==> src/rtl/spi_shift_engine.sv <==
`default_nettype none
// ============================================================================
// Module   : spi_shift_engine
// Purpose  : Strobe-driven SPI shift engine. A parallel word is loaded and
//            then shifted out one bit per 'shift' strobe. Receive bits are
//            captured on 'sample' strobes and shifted in. After N shifts the
//            received word appears on pdataout and done pulses for a cycle.
// Ports    : clk       - single clock, rising edge
//            n_reset   - asynchronous active-low reset
//            pdatain   - parallel transmit word, captured on an accepted load
//            load      - start request (accepted in IDLE or DONE only)
//            abort     - synchronous cancel, highest priority
//            sample    - one-cycle strobe, capture sdatain into rxbit
//            shift     - one-cycle strobe, advance shift register one bit
//            sdatain   - serial receive data
//            lsb_first - bit order select, sampled on an accepted load
//            sdataout  - current transmit bit (0 in IDLE)
//            pdataout  - last completed received word
//            busy      - high while a transfer is in progress
//            done      - one-cycle completion pulse
// Config   : SPI_SHIFT_ENGINE_LSB_FIRST_EN - when defined, lsb_first selects
//            the bit order; otherwise the order is fixed MSB-first.
// Revision : 1.0 - initial release
// ============================================================================
module spi_shift_engine #(
  parameter int N = 8
) (
  input  logic         clk,
  input  logic         n_reset,
  input  logic [N-1:0] pdatain,
  input  logic         load,
  input  logic         abort,
  input  logic         sample,
  input  logic         shift,
  input  logic         sdatain,
  input  logic         lsb_first,
  output logic         sdataout,
  output logic [N-1:0] pdataout,
  output logic         busy,
  output logic         done
);

  localparam int            CW       = $clog2(N + 1);
  localparam logic [CW-1:0] LAST_BIT = CW'(N - 1);

  typedef enum logic [1:0] {
    ST_IDLE   = 2'd0,
    ST_ACTIVE = 2'd1,
    ST_DONE   = 2'd2
  } state_t;

  state_t        state;
  logic [N-1:0]  shreg;
  logic          rxbit;
  logic [CW-1:0] bitcnt;
  logic          lsb_order;

  logic          load_ok;
  logic          in_bit;
  logic [N-1:0]  shreg_next;

  // Load is only honoured outside a transfer and never alongside abort.
  assign load_ok = load && !abort && (state != ST_ACTIVE);

  // A sample in the same cycle as the shift bypasses rxbit so that a
  // combined sample+shift strobe still shifts in the fresh bit.
  assign in_bit     = sample ? sdatain : rxbit;
  assign shreg_next = lsb_order ? {in_bit, shreg[N-1:1]} : {shreg[N-2:0], in_bit};

  // Transmit bit comes straight off the end of the shift register, so the
  // first bit is on the wire in the cycle right after load.
  assign sdataout = (state == ST_IDLE) ? 1'b0
                  : (lsb_order ? shreg[0] : shreg[N-1]);

`ifdef SPI_SHIFT_ENGINE_LSB_FIRST_EN
  always_ff @(posedge clk or negedge n_reset) begin
    if (!n_reset) begin
      lsb_order <= 1'b0;
    end else if (load_ok) begin
      lsb_order <= lsb_first;
    end
  end
`else
  logic unused_lsb_first;
  assign unused_lsb_first = lsb_first;
  assign lsb_order        = 1'b0;
`endif

  always_ff @(posedge clk or negedge n_reset) begin
    if (!n_reset) begin
      state    <= ST_IDLE;
      shreg    <= '0;
      rxbit    <= 1'b0;
      bitcnt   <= '0;
      pdataout <= '0;
      busy     <= 1'b0;
      done     <= 1'b0;
    end else if (abort) begin
      // Cancel leaves shreg and pdataout untouched and never raises done.
      state  <= ST_IDLE;
      bitcnt <= '0;
      busy   <= 1'b0;
      done   <= 1'b0;
    end else begin
      case (state)
        ST_IDLE: begin
          if (load) begin
            state  <= ST_ACTIVE;
            shreg  <= pdatain;
            bitcnt <= '0;
            busy   <= 1'b1;
            done   <= 1'b0;
          end
        end
        ST_DONE: begin
          if (load) begin
            state  <= ST_ACTIVE;
            shreg  <= pdatain;
            bitcnt <= '0;
            busy   <= 1'b1;
            done   <= 1'b0;
          end else begin
            state <= ST_IDLE;
            busy  <= 1'b0;
            done  <= 1'b0;
          end
        end
        ST_ACTIVE: begin
          if (sample) begin
            rxbit <= sdatain;
          end
          if (shift) begin
            shreg  <= shreg_next;
            bitcnt <= bitcnt + CW'(1);
            // Completion on the Nth shift; bitcnt stops at N, never wraps.
            if (bitcnt == LAST_BIT) begin
              state    <= ST_DONE;
              pdataout <= shreg_next;
              busy     <= 1'b0;
              done     <= 1'b1;
            end
          end
        end
        default: begin
          state <= ST_IDLE;
          busy  <= 1'b0;
          done  <= 1'b0;
        end
      endcase
    end
  end

endmodule
`default_nettype wire

==> config.mk <==
export PLATFORM = sky130hd
export DESIGN_NAME = spi_shift_engine
export DESIGN_NICKNAME = d
export VERILOG_FILES = /design/src/rtl/spi_shift_engine.sv
export SDC_FILE = /design/constraint.sdc
export NUM_CORES = 1
export LEC_CHECK = 0
export ABC_AREA = 1
export BUFFER_PORTS_ARGS = -buffer_cell sky130_fd_sc_hd__buf_2
export CORE_MARGIN = 3
export CORE_UTILIZATION = 52
export CTS_CLUSTER_DIAMETER = 60
export DETAILED_ROUTE_END_ITERATION = 6
export PLACE_DENSITY = 0.75
export SKIP_CTS_REPAIR_TIMING = 1
export SLEW_MARGIN = 10
export SYNTH_ARGS = -nofsm -noshare
export SYNTH_HDL_FRONTEND = slang
export SYNTH_SLANG_ARGS = --single-unit
==> constraint.sdc <==
create_clock -name clk -period 1.9 [get_ports clk]
set_clock_uncertainty 0.15 [all_clocks]
set_input_delay 0.19 -clock clk [delete_from_list [all_inputs] [get_ports clk]]
set_output_delay 0.19 -clock clk [all_outputs]
set_load 0.01 [all_outputs]
==> flow_summary_export.csv, run 1 <==
group,metric,value,unit
cts,cts_buffers,3,
die,die-height,54.16,um
placement,io_buffers,25,
run,cap_violations,0,
route,met3_wirelength,125,um
synthesis,post-synth-top-area-cell,"dfrtp_1",
grt,grt_max_degree,25,
route,wl_per_cell,11.49,um
critical_path,worstSetupEndpointType,"flop",
cts,cts.sinks,24,
cts,cts_buffer_depth,2,
route,met2_length,1.093,mm
final_layout,areaGrowthSynthToFinish,16.70,%
synthesis,synth_top_area_share,49.79,%
die,initial_core_util,57.93,%
power,fin_total_pwr,1.175,mW
route,vias,1001,
final_layout,nNetsFinal,190,
route,final_antenna_net_count,0,
synthesis,netlist_area,1206,sq um
route,first_iter_violations,27,
die,fp.dieW,54.16,um
die,dieArea,2933,sq um
sta,setup-violations-final,0,
cts,cts_tree,"done",
cts,cts.clk_slew.worst_paths,130,ps
power,p_per_area,834.9,nW/um^2
cts,h-tree-depth,1,
placement,dp_hpwl,1.716,mm
sta,fmax,637.5,MHz
synthesis,postSynthAreaPerCell,8.376,sq um
sta,period_minus_slack,1569,ps
synthesis,ys_types,20,
sta,hold_violations,0,
final_layout,fill_cells,185,
route,wl,2.286,mm
critical_path,cp_slowest_cell,"dfrtp_1",
power,ir_drop,632.5,uV
critical_path,reg2reg_depth,7,
final_layout,seq_area,600.6,sq um
worst_hold_path,hold_path_class,"in -> reg",
synthesis,synth_cells,144,
sta,final.setup.tns,0,ps
synthesis,syn-num-nets,161,
grt,grt_antenna_before_repair,0,
grt,grt_pass1_wl,3.746,mm
route,drt_first_pass_iters,4,
critical_path,max_stage_delay,420,ps
critical_path,cp_max_fo,17,
die,floorplan.io_pins,27,
route,met1_length,1.054,mm
power,p_leak,0.8254,nW
synthesis,ys_seq_elements,24,
cts,clk_latency,320,ps
grt,grt_pass1_vias,880,
sta,finalCritPeriodShare,82.56,%
critical_path,crit_chain,"inv_2 > nand2_2 > nor2_8 > inv_6 > nor2_8 > nand2_1 > nand2_1",
grt,track_usage,17.91,%
grt,gr-total-overflow,0,
sta,drv_slew,0,
critical_path,cp-start-kind,"flop",
sta,tightest_slew,522.7,ps
sta,maxSlewHeadroom,65.15,%
route,via_per_inst,5.030,
final_layout,multi_input_area,503.0,sq um
critical_path,worstSetupPathType,"reg -> reg",
final_layout,num_antenna_cells,0,
synthesis,synth-warning-count,0,
status,run_status,"completed",
final_layout,drive_gt1_share,29.07,%
sta,rsz0062_at_grt,"no",
die,core,2082,sq um
synthesis,ys_seq_area_share,49.79,%
route,remaining_drc_errors,0,
cts,ctsRootBufferMaster,"clkbuf_4",
die,num_rows,16,
critical_path,worst_ep_required_time,2010,ps
placement,place.gp.congestion,0.7770,
worst_hold_path,holdPathStages,3,
critical_path,critical_path_arrival,1670,ps
synthesis,synth_area_leaders,"dfrtp_1, nand2_1, o21ai_1, inv_1, o21ai_2",
route,top_layer_used,"met4",
## layer usage
layer	vias to the layer above	global-route usage, %
li1	521	-
met4	0	7.054
met3	2	2.770
met5	-	0
met2	29	29.28
met1	449	23.56
## through the flow
step           std cells  setup slack [ps]  hold slack [ps]  util, %  instance area [sq um]
6_report             199             331.4            15.51    67.61                   1408
5_1_grt              199             183.8            27.77    67.61                   1408
4_1_cts              198             305.4           -307.6    67.13                   1398
3_5_place_dp         194             336.1            54.00    64.60                   1345
3_3_place_gp         194             394.5            46.12    64.60                   1345
2_1_floorplan        144             559.8           -255.6        -                   1206
## cell usage in the layout, fill, tap and decap left out
master,n
nand2_1,50
buf_2,25
dfrtp_1,24
inv_1,14
o21ai_1,12
nand3_1,8
o21ai_0,8
o21ai_2,6
nand2_2,5
inv_2,4
clkbuf_4,3
nor2_8,2
nor2_1,2
a21oi_1,1
inv_4,1
nand3_2,1
inv_6,1
nor3_2,1
nand4_1,1
ha_1,1
bufinv_16,1
dlygate4sd3_1,1
## final timing paths
kind                               endpoint  slack [ps]      from
min in group asynchronous       pdataout[2]         200   n_reset
max in group asynchronous              done        1040   n_reset
worst min-delay path                   busy          20      load
worst max-delay path            pdataout[1]         330      done
worst max register to register  pdataout[1]         330      done
worst min register to register  pdataout[3]         340  shreg[2]
## cell usage after synthesis (all sizes together)
master,instances
nand2,55
o21ai,26
dfrtp,24
inv,20
nand3,9
nor2,4
buf,2
a21oi,1
ha,1
nand4,1
nor3,1
## state kept, by name, indices dropped and copies added, names as in the netlist
signal,flops
pdataout,8
state,1
shreg,8
bitcnt,4
done,1
rxbit,1
busy,1
## report_power, final
part | leakage, nW | switching, mW | internal, mW
registers | 0.319 | 0.0307 | 0.565
clock network | 0.0279 | 0.158 | 0.213
logic | 0.478 | 0.133 | 0.0747
total | 0.825 | 0.322 | 0.853
## final cells by class
class                   count  area share, %
repair buffers             26          9.600
well taps                  27          2.400
multi-input cells          98          35.73
flip-flops and latches     24          42.67
clock inverters             1          2.133
clock buffers               3          1.600
inverters                  20          5.867
## critical path, delay by kind of cell (launching register included)
family,cells,cell delay (ps)
flops,1,420
buf+inv,2,170
simple gates,5,770
## kinds of logic after synthesis
kind of cell,Yosys count,share of synthesized area (%)
AO/OA/AOI/OAI,27,13.07
adder cells (fa/ha/maj),1,1.037
buffers and inverters,22,8.506
flip-flops,24,49.79
AND/OR/NAND/NOR,70,27.59
Note: power is estimated with default switching activity, not from simulation.
==> run 2, diff against run 1 <==
--- a/config.mk
+++ b/config.mk
@@ -5,7 +5,7 @@
 export SDC_FILE = /design/constraint.sdc
 export NUM_CORES = 1
 export LEC_CHECK = 0
-export ABC_AREA = 1
+export ABC_AREA = 0
 export BUFFER_PORTS_ARGS = -buffer_cell sky130_fd_sc_hd__buf_2
 export CORE_MARGIN = 3
 export CORE_UTILIZATION = 52
==> constraint.sdc (replaced) <==
create_clock -name clk -period 1.6 [get_ports clk]
set_clock_uncertainty 0.15 [all_clocks]
set_input_delay 0.16 -clock clk [delete_from_list [all_inputs] [get_ports clk]]
set_output_delay 0.16 -clock clk [all_outputs]
set_load 0.01 [all_outputs]
==> run 2 against run 1 <==
  * Non-clock buffer count increased by 23
  * Combinational power up 67%
  * Highest routed layer unchanged
  * The run now ends with negative setup slack left
  * Sequential power grew 26%
  * Critical path depth down 2
  * Critical path type unchanged
  * Largest cell class is now multi-input gates
==> flow_summary_export.csv, run 2 <==
group,metric,value,unit
placement,io_buffers,25,
critical_path,worstSetupEndpointType,"flop",
critical_path,worst_ep_required_time,1680,ps
grt,track_usage,20.49,%
sta,rsz0062_at_grt,"yes",
status,violations,"negative setup slack",
critical_path,cp-start-kind,"flop",
placement,place.gp.congestion,0.8561,
cts,cts.sinks,24,
critical_path,crit_family,"simple AND/OR/NAND/NOR gates",
power,ir_drop,779.0,uV
synthesis,synthSimpleGateAreaFrac,11.03,%
grt,gr-total-overflow,0,
die,dieArea,2852,sq um
die,die-height,53.41,um
critical_path,max_stage_delay,420,ps
synthesis,ys_seq_elements,24,
grt,grt_max_degree,25,
cts,cts_tree,"done",
synthesis,synth_mux_area_share,27.62,%
final_layout,stdcell_area,1677,sq um
sta,fin_ws,-209.9,ps
critical_path,cp_max_fo,5,
sta,setup-violations-final,17,
synthesis,synth_edf_count,0,
synthesis,postSynthAreaPerCell,13.75,sq um
final_layout,fin_cells,162,
sta,maxSlewHeadroom,63.39,%
final_layout,areaGrowthSynthToFinish,43.47,%
cts,clk_latency,320,ps
synthesis,synth-xor-area-share,0,%
critical_path,cp_slowest_cell,"dfrtp_1",
final_layout,utilization,82.11,%
synthesis,synth_top_family_by_area,"multiplexers",
final_layout,num_antenna_cells,0,
route,first_iter_violations,7,
cts,h-tree-depth,1,
power,p_leak,0.8850,nW
grt,grt_antenna_before_repair,0,
synthesis,ys_types,25,
synthesis,ys_seq_area_share,51.39,%
synthesis,netlist_area,1169,sq um
power,p_per_area,919.9,nW/um^2
die,initial_core_util,57.23,%
synthesis,async_flop_share,100.0,%
run,cap_violations,0,
cts,cts_buffer_depth,2,
die,num_rows,16,
sta,period_minus_slack,1810,ps
grt,grt_pass1_vias,889,
synthesis,yosys_most_used_dff,"dfrtp_1",
synthesis,synth_area_leaders,"dfrtp_1, mux2_2, mux2_4, nand3_1, buf_6",
cts,ctsRootBufferMaster,"clkbuf_4",
critical_path,worstSetupPathType,"reg -> reg",
synthesis,post-synth-top-area-cell,"dfrtp_1",
critical_path,critical_path_arrival,1890,ps
critical_path,crit_chain,"ha_2 > nand4b_1 > or3_4 > buf_6 > mux2_4",
synthesis,yosys-top-cells-count,"dfrtp_1, mux2_2, mux2_4",
final_layout,layout_commonest_cell,"buf_2",
route,remaining_drc_errors,0,
final_layout,nNetsFinal,153,
die,fp.dieW,53.41,um
placement,pre_cts_ws,-179.4,ps
route,wl_per_cell,17.33,um
sta,drv_slew,0,
synthesis,syn-num-nets,102,
final_layout,most-common-layout-cells,"buf_2, mux2_4, dfrtp_1",
route,via_per_inst,5.519,
synthesis,yosys.area_share.adder,1.071,%
sta,hold_violations,0,
cts,cts.clk_slew.worst_paths,140,ps
sta,tightest_slew,549.1,ps
final_layout,drive_gt1_share,65.19,%
status,run_status,"finished, violations left",
final_layout,fill_cells,128,
placement,placed_area,1510,sq um
sta,fmax,552.5,MHz
critical_path,crit_buf_inv,1,
route,final_antenna_net_count,0,
final_layout,top_regs,"pdataout x8, shreg x8, bitcnt x4",
die,core,2042,sq um
worst_hold_path,hold_path_class,"in -> reg",
synthesis,synth_top_area_share,51.39,%
synthesis,synth_compound_area_share,5.460,%
grt,grt_pass1_wl,3.995,mm
synthesis,synth.most_common_cell,"dfrtp_1",
synthesis,synth-warning-count,0,
synthesis,synth_cells,85,
placement,dp_hpwl,1.826,mm
route,drt_first_pass_iters,4,
sta,whs,29.83,ps
route,wl,2.808,mm
die,floorplan.io_pins,27,
cts,cts_buffers,3,
sta,finalCritPeriodShare,113.1,%
placement,place_inst,153,
route,vias,894,
-- run 2: cell count changes after synthesis, sizes merged, moves of 2 or more --
| cell | delta |
|---|---|
| or3 | +2 |
| mux2 | +26 |
| inv | -19 |
| nand2b | +3 |
| nand2 | -53 |
| and2b | +2 |
| o21ai | -25 |
| nor2 | -3 |
| nand3 | -3 |
| a21oi | +4 |
-- run 2: routing by layer --
metal / wire length [um] / part of all wire [%] / up-vias / track usage (%)
li1: - / - / 407 / -
met1: 1107 / 39 / 451 / 22.60
met2: 1525 / 54 / 28 / 37.14
met3: 119 / 4.2 / 8 / 3.380
met4: 57 / 2.0 / 0 / 10.21
met5: 0 / 0 / - / 0
-- run 2: final timing paths --
path,end,cells past startpoint,startpoint,slack (ps)
max reg2reg,pdataout[0],5,bitcnt[0],-210
min in group asynchronous,shreg[6],2,n_reset,190
max,pdataout[0],5,bitcnt[0],-210
max in group asynchronous,bitcnt[2],2,n_reset,750
min,shreg[3],3,pdatain[3],30
min reg2reg,pdataout[7],1,pdataout[7],380
-- run 2: layout make-up --
cell class	instances	area, sq um	share of cell area, %
clock buffer	3	22.52	1.343
clock inverter	1	30.03	1.791
inverter	1	3.754	0.2239
multi-input combinational	57	631.9	37.69
sequential	24	600.6	35.82
tap	27	33.78	2.015
timing repair buffer	49	354.1	21.12
-- run 2: where the power goes --
part	total, mW	internal (mW)	switching [mW]
combinational	0.347	0.228	0.119
sequential	0.748	0.684	0.0638
clock	0.447	0.254	0.194
-- run 2: stage by stage --
step | total power [mW] | TNS, ps
2_1_floorplan | 0.9608 | -1124
3_3_place_gp | 1.050 | -1048
3_5_place_dp | 1.069 | -1580
4_1_cts | 1.520 | -2005
5_1_grt | 1.618 | -3135
6_report | 1.542 | -2206
-- run 2: logic make-up (layout without fill, tap and decap cells) --
| family | after synthesis | after routing |
|---|---|---|
| adders and majority gates | 1 | 1 |
| and+or+nand+nor | 20 | 20 |
| DFF | 24 | 24 |
| muxes | 26 | 26 |
| AOI/OAI and AO/OA | 10 | 10 |
| buffers and inverters | 4 | 54 |
-- run 2: worst min-delay path, stage by stage --
cell	delay [ps]
buf_2	70
mux2_4	120
mux2_4	120
==> run 3, diff against run 2 <==
--- a/config.mk
+++ b/config.mk
@@ -6,11 +6,12 @@
 export NUM_CORES = 1
 export LEC_CHECK = 0
 export ABC_AREA = 0
-export BUFFER_PORTS_ARGS = -buffer_cell sky130_fd_sc_hd__buf_2
-export CORE_MARGIN = 3
+export BUFFER_PORTS_ARGS = -buffer_cell sky130_fd_sc_hd__clkbuf_2
+export CORE_MARGIN = 2
 export CORE_UTILIZATION = 52
 export CTS_CLUSTER_DIAMETER = 60
 export DETAILED_ROUTE_END_ITERATION = 6
+export HOLD_SLACK_MARGIN = 0.05
 export PLACE_DENSITY = 0.75
 export SKIP_CTS_REPAIR_TIMING = 1
 export SLEW_MARGIN = 10
==> run 3 against run 2 <==
  * The run still ends with negative setup slack left
  * Count of clock-buffer cells in the layout unchanged
  * Via count up 0.22%
  * Clock power fell by 43%
  * Combinational power decreased by 1%
  * Design area increased by 0.52%
  * Sequential share of layout area shrank 0.11 points
  * Critical path type unchanged
==> flow_summary_export.csv, run 3 (synthesized netlist as in run 2, its figures left out) <==
group,metric,value,unit
sta,whs,59.00,ps
final_layout,top_regs,"pdataout x8, shreg x8, bitcnt x4",
cts,cts.clk_slew.worst_paths,120,ps
grt,grt_max_degree,25,
final_layout,utilization,77.68,%
sta,drv_slew,0,
final_layout,fin_cells,168,
status,run_status,"finished, violations left",
sta,maxSlewHeadroom,60.18,%
sta,fin_ws,-174.0,ps
cts,cts_buffers,3,
route,vias,896,
cts,cts_tree,"done",
worst_hold_path,hold_path_class,"in -> reg",
grt,gr-total-overflow,0,
sta,fmax,563.7,MHz
final_layout,fill_cells,151,
placement,dp_hpwl,1.883,mm
power,ir_drop,536.3,uV
final_layout,seq_area,601.8,sq um
die,floorplan.io_pins,27,
cts,ctsRootBufferMaster,"clkbuf_4",
grt,grt_pass1_vias,892,
die,num_rows,17,
cts,clk_latency,300,ps
placement,place.gp.congestion,0.7869,
grt,grt_pass1_wl,4.064,mm
final_layout,multi_input_area,636.9,sq um
cts,h-tree-depth,1,
final_layout,areaGrowthSynthToFinish,44.22,%
route,wl,2.881,mm
placement,placed_area,1511,sq um
route,via_per_inst,5.333,
route,wl_per_cell,17.15,um
power,p_per_area,799.3,nW/um^2
critical_path,worstSetupEndpointType,"flop",
final_layout,drive_gt1_share,65.00,%
cts,cts_buffer_depth,2,
critical_path,critical_path_arrival,1820,ps
route,drt_first_pass_iters,4,
sta,hold_violations,0,
status,violations,"negative setup slack",
placement,io_buffers,25,
placement,place_inst,154,
die,core,2170,sq um
die,initial_core_util,53.86,%
critical_path,cp_max_fo,5,
sta,tightest_slew,597.2,ps
final_layout,most-common-layout-cells,"clkbuf_2, mux2_4, dfrtp_1",
sta,period_minus_slack,1774,ps
sta,setup-violations-final,17,
final_layout,layout_commonest_cell,"clkbuf_2",
sta,final.setup.tns,-1852,ps
die,die-height,51.41,um
critical_path,worst_ep_required_time,1650,ps
route,remaining_drc_errors,0,
final_layout,stdcell_area,1685,sq um
sta,rsz0062_at_grt,"yes",
final_layout,nNetsFinal,159,
route,first_iter_violations,12,
route,final_antenna_net_count,0,
cts,cts.sinks,24,
die,fp.dieW,51.41,um
run,cap_violations,0,
sta,finalCritPeriodShare,110.9,%
grt,track_usage,21.05,%
power,p_leak,0.8854,nW
critical_path,cp-start-kind,"flop",
critical_path,worstSetupPathType,"reg -> reg",
final_layout,num_antenna_cells,0,
die,dieArea,2642,sq um
grt,grt_antenna_before_repair,0,
[run 3: cell types whose count changed in the layout (fill, tap and decap cells not counted), sizes merged]
cell	change
and2b	+1
buf	-22
bufinv	-1
dlygate4sd3	+2
clkbuf	+25
[run 3: final timing paths]
kind                                   from          end  slack, ps  cells after the start
worst max-delay path              bitcnt[0]  pdataout[2]       -170                      5
worst min-delay path             pdatain[1]     shreg[1]         60                      3
worst max register to register    bitcnt[0]  pdataout[2]       -170                      5
worst min register to register  pdataout[4]  pdataout[4]        380                      1
max in group asynchronous           n_reset     state[0]        650                      2
min in group asynchronous           n_reset  pdataout[6]        220                      2
[run 3: layer usage]
| metal | wire length, um | GRT usage [%] | part of all wire [%] |
|---|---|---|---|
| met1 | 1145 | 26.05 | 40 |
| met3 | 130 | 3.216 | 4.5 |
| met5 | 0 | 0 | 0 |
| met4 | 56 | 7.456 | 1.9 |
| met2 | 1550 | 36.97 | 54 |
[run 3: cell type report]
class                      count  area share [%]
multi-input combinational     58           37.79
sequential                    24           35.71
tap                           28           2.079
inverter                       1          0.2227
timing repair buffer          54           22.87
clock buffer                   3           1.336
[run 3: worst max-delay path, cell delays in order (launching register included)]
cell and delay (ps):
dfrtp_1 380, ha_2 200, nand4b_1 130, or3_4 370, buf_6 150, mux2_4 300
[run 3: power breakdown]
group / leakage [nW] / internal, mW / switching, mW
logic: 0.560 / 0.227 / 0.116
clock network: 0.0138 / 0.0878 / 0.169
registers: 0.311 / 0.685 / 0.0623
total: 0.885 / 0.999 / 0.348
[run 3: per-stage QoR]
stage | setup slack, ps | power [mW]
floorplan | -101.0 | 0.9608
global placement | -106.6 | 1.046
detailed placement | -171.0 | 1.065
CTS | -202.8 | 1.320
global route | -197.4 | 1.415
finish | -174.0 | 1.347
